<file path="src/rtl/register_file_pkg.sv">
// Shared datapath constants for the register file, ALU and control blocks.
package register_file_pkg;

   localparam int unsigned DATA_W   = 32;
   localparam int unsigned ADDR_W   = 5;
   localparam int unsigned NUM_REGS = 1 << ADDR_W;
   localparam int unsigned REG_ZERO = 0;

endpackage : register_file_pkg

</file>
<file path="src/rtl/register_32bit.sv">
// One architectural register: WIDTH flops with synchronous active-low clear and load enable.
module register_32bit
   import register_file_pkg::*;
#(
   parameter int unsigned WIDTH = DATA_W
) (
   input  logic             clk,
   input  logic             rst_n,
   input  logic             load,
   input  logic [WIDTH-1:0] d,
   output logic [WIDTH-1:0] q
);

   // Clear wins over load so a write coincident with reset is dropped.
   always_ff @(posedge clk) begin
      if (!rst_n) begin
         q <= '0;
      end else if (load) begin
         q <= d;
      end
   end

endmodule : register_32bit

</file>
<file path="src/rtl/register_file.sv">
// 2**ADDR_W x DATA_W register file: two combinational read ports, one clocked write port, r0 hardwired to zero.
module register_file #(
   parameter int unsigned DATA_W = register_file_pkg::DATA_W,
   parameter int unsigned ADDR_W = register_file_pkg::ADDR_W
) (
   input  logic              clk,
   input  logic              rst_n,
   input  logic [ADDR_W-1:0] read_reg1,
   input  logic [ADDR_W-1:0] read_reg2,
   input  logic [ADDR_W-1:0] write_reg,
   input  logic [DATA_W-1:0] write_data,
   input  logic              reg_write,
   output logic [DATA_W-1:0] read_data1,
   output logic [DATA_W-1:0] read_data2
);

   import register_file_pkg::REG_ZERO;

   localparam int unsigned NUM_REGS = 1 << ADDR_W;

   // Decoder output for address 0 is never generated, so writes to r0 fall away.
   logic [NUM_REGS-1:1] wr_sel;
   logic [DATA_W-1:0]   regs [NUM_REGS];

   // One-hot write-address decode gated by the write enable.
   always_comb begin
      wr_sel = '0;
      for (int unsigned i = 1; i < NUM_REGS; i++) begin
         if (reg_write && (write_reg == ADDR_W'(i))) begin
            wr_sel[i] = 1'b1;
         end
      end
   end

   // Register storage; the zero register is a constant input to the read muxes.
   for (genvar g = 0; g < NUM_REGS; g++) begin : g_reg
      if (g == REG_ZERO) begin : g_zero
         assign regs[g] = '0;
      end else begin : g_flop
         register_32bit #(
            .WIDTH (DATA_W)
         ) u_reg (
            .clk   (clk),
            .rst_n (rst_n),
            .load  (wr_sel[g]),
            .d     (write_data),
            .q     (regs[g])
         );
      end
   end

   // Read muxes look only at stored state; no write-data bypass.
   always_comb begin
      read_data1 = regs[read_reg1];
      read_data2 = regs[read_reg2];
   end

endmodule : register_file
</file>
<file path="config.mk">
export PLATFORM = sky130hd
export DESIGN_NAME = register_file
export DESIGN_NICKNAME = d
export VERILOG_FILES = /design/src/rtl/register_file_pkg.sv /design/src/rtl/register_32bit.sv /design/src/rtl/register_file.sv
export SDC_FILE = /design/constraint.sdc
export NUM_CORES = 2
export LEC_CHECK = 0
export BUFFER_PORTS_ARGS = -buffer_cell sky130_fd_sc_hd__buf_2
export CORE_ASPECT_RATIO = 1.2
export CORE_MARGIN = 2
export CORE_UTILIZATION = 65
export CTS_BUF_LIST = sky130_fd_sc_hd__clkbuf_8
export DETAILED_ROUTE_END_ITERATION = 6
export HOLD_SLACK_MARGIN = 0.02
export PLACE_DENSITY_LB_ADDON = 0.08
export SLEW_MARGIN = 30
export SYNTH_ARGS = -nofsm -noshare
export SYNTH_HDL_FRONTEND = slang
export SYNTH_HIERARCHICAL = 1
export SYNTH_SLANG_ARGS = --single-unit
</file>
<file path="constraint.sdc">
create_clock -name clk -period 5.61 [get_ports clk]
set_input_delay 0.561 -clock clk [delete_from_list [all_inputs] [get_ports clk]]
set_output_delay 0.561 -clock clk [all_outputs]
set_load 0.005 [all_outputs]
</file>
==> flow_summary_export.csv <==
group,metric,value,unit
sta,setup_viol,0,
logic_synthesis,synth_most_common_cell,"mux2i_1",
placement,placed_area,54800,um^2
final_layout,top_register,"g.g_flop.u_reg/q",
global_route,grt_usage,37.9,%
logic_synthesis,ys_top_cells_by_count,"mux2i_1, nor2b_1, dfxtp_1, mux4_2, clkbuf_1",
sta,rsz0062_at_grt,"no",
clocking,clkSlewWorstSetupHoldPaths,0.06,ns
sta,skew,0,ns
logic_synthesis,ys_types,26,
final_layout,top_regs,"g.g_flop.u_reg/q x992",
logic_synthesis,ys.flop_type,"dfxtp_1",
final_layout,final_core_util,69.2,%
final_layout,largest_register_ff_count,992,
pwr,cellPowerDensity,252,nW/um^2
route,drc,0,
job,cap_violations,0,
die,coreArea,83600,um^2
clocking,cts_made_buffers,161,
sta,maxSlewHeadroom,26.2,%
clocking,cts_hold_buf,0,
logic_synthesis,ys_ff_latch,992,
sta,hold_viol,0,
logic_synthesis,yosysSeqAreaShare,36.2,%
global_route,overflow,0,
logic_synthesis,synth_edf_count,0,
run_status,outcome,"complete, no violations",
worst_setup_path,start_kind,"primary input",
final_layout,final_nets,4649,
final_layout,design_area,57900,um^2
placement,portBuffers,113,
clocking,post-cts-setup-buffers,0,
clocking,cts_tree,"yes",
route,dr.pass1.iters,5,
logic_synthesis,avgSynthCellArea,11.8,um^2
sta,drv_slew,0,
die,pin_count,114,
worst_setup_path,worstSetupPathType,"in -> out",
final_layout,area_delta_synth_final,5.42,%
die,die_h,322,um
route,postRouteAntennaNets,0,
route,wl_per_cell,28.6,um
sta,fin_crit_sh,71.5,%
worst_setup_path,cp.arrival,3.45,ns
global_route,grt_max_degree,207,
logic_synthesis,synthArstFlopShare,0,%
die,design.die.area,86800,um^2
logic_synthesis,yosysWarnings,6,
clocking,clock-sinks,992,
logic_synthesis,synth_top_area_share,36.2,%
logic_synthesis,synth_top_cell_by_area,"dfxtp_1",
final_layout,drive_gt1_share,19.6,%
die,die_w,269,um
clocking,cts_resized,0,
route,num_vias,38600,
pwr,irDropWorstVdd,0.224,mV
sta,min_period,4.01,ns
logic_synthesis,syn_nets,4703,
worst_setup_path,crit_required,5.05,ns
die,placementRows,116,
global_route,grt_pass1_vias,37900,
placement,routabilityCongestion,0.846,
global_route,antenna_found_initial,10,
worst_setup_path,path_max_fanout,22,
route,drt-initial-drc-count,3732,
clocking,clk_latency,0.82,ns
final_layout,fillers,6416,
sta,tns,0,ns
logic_synthesis,synth_cells,4653,
sta,worst_pin_slew,1.11,ns
sta,fmax,0.249,GHz
clocking,cts-htree-levels,4,
placement,hpwl,98.8,mm
pwr,leakage,18.3,nW
logic_synthesis,synth_area,54900,um^2
route,via_per_inst,6.61,
route,drt-total-wl,167,mm
die,initial_core_util,65.6,%
clocking,cts_root_buffer,"clkbuf_8",
worst_setup_path,cp-end-kind,"primary output",
hold_path,hp-class,"in -> reg",
clocking,cts_buffer_depth,3,
global_route,grt_pass1_wl,249,mm
logic_synthesis,synth.area.top_cells,"dfxtp_1, mux2i_1, mux4_2",
## worst max-delay path, stage by stage
cell and delay, ns:
buf_2 0.70, and2_2 0.95, buf_4 0.44, a22o_1 0.22, o21ai_1 0.07, o31ai_1 0.23, buf_2 0.25
## stage by stage
stage | power, mW | cells | setup WS (ns) | hold slack, ns
2_1_floorplan | 8.09 | 4653 | 3.00 | 0.494
3_3_place_gp | 8.54 | 5547 | 1.74 | 0.509
3_5_place_dp | 8.56 | 5557 | 1.73 | 0.521
4_1_cts | 14.6 | 5837 | 1.73 | 0.213
5_1_grt | 15.0 | 5840 | 1.63 | 0.259
6_report | 14.6 | 5841 | 1.60 | 0.232
## report_power, final
| group | total, mW | switching [mW] | leakage (nW) | internal [mW] |
|---|---|---|---|---|
| logic | 1.30 | 0.826 | 8.45 | 0.471 |
| clock network | 6.14 | 2.94 | 1.82 | 3.20 |
| registers | 7.14 | 0.0395 | 8.00 | 7.10 |
## layout make-up
cell class / instances / area [um^2] / area share (%)
diodes: 4 / 10.0 / 0.0173
inverters: 2 / 12.5 / 0.0216
flip-flops and latches: 992 / 19900 / 34.3
clock buffers: 198 / 2730 / 4.71
repair buffers: 213 / 1780 / 3.08
well taps: 1121 / 1400 / 2.42
multi-input cells: 3229 / 31700 / 54.8
clock inverters: 82 / 370 / 0.640
## layer usage
| metal | GRT usage, % | routed length [um] | up-vias |
|---|---|---|---|
| met4 | 17.0 | 7430 | 2 |
| li1 | - | - | 16900 |
| met2 | 60.0 | 76200 | 1843 |
| met3 | 6.63 | 13300 | 446 |
| met5 | 0 | 11 | - |
| met1 | 51.2 | 69900 | 19400 |
## worst paths after layout
check,from,end,slack (ns),cells after the start
worst max-delay path,read_reg1[2],read_data1[1],1.60,7
worst min-delay path,rst_n,g_reg[21].g_flop.u_reg/q[30]$_SDFFE_PN0P_,0.23,2
worst max register to register,g_reg[9].g_flop.u_reg/q[29]$_SDFFE_PN0P_,g_reg[9].g_flop.u_reg/q[29]$_SDFFE_PN0P_,4.91,2
worst min register to register,g_reg[15].g_flop.u_reg/q[22]$_SDFFE_PN0P_,g_reg[15].g_flop.u_reg/q[22]$_SDFFE_PN0P_,0.53,2
## layout by cell type, fill, tap and decap left out, drive strengths merged
cell type,count
clkinvlp,6
mux2i,1152
nor2b,1001
nand4,1
bufinv,1
or2,1
inv,66
clkinv,11
mux2,64
nand2,70
dfxtp,992
and3,32
nand3,4
nand2b,4
o21ai,64
mux4,384
buf,213
a22o,192
a211oi,64
nor2,34
o31ai,64
diode,4
o22ai,64
clkbuf,198
and2,34
## kinds of logic after synthesis
family	count (synthesis)	synth area share, %
AO/OA/AOI/OAI	448	6.13
buffers and inverters	432	6.63
AND/OR/NAND/NOR	1181	13.0
flip-flops	992	36.2
multiplexers	1600	38.1
No activity file was read; power rests on OpenSTA's default activity.
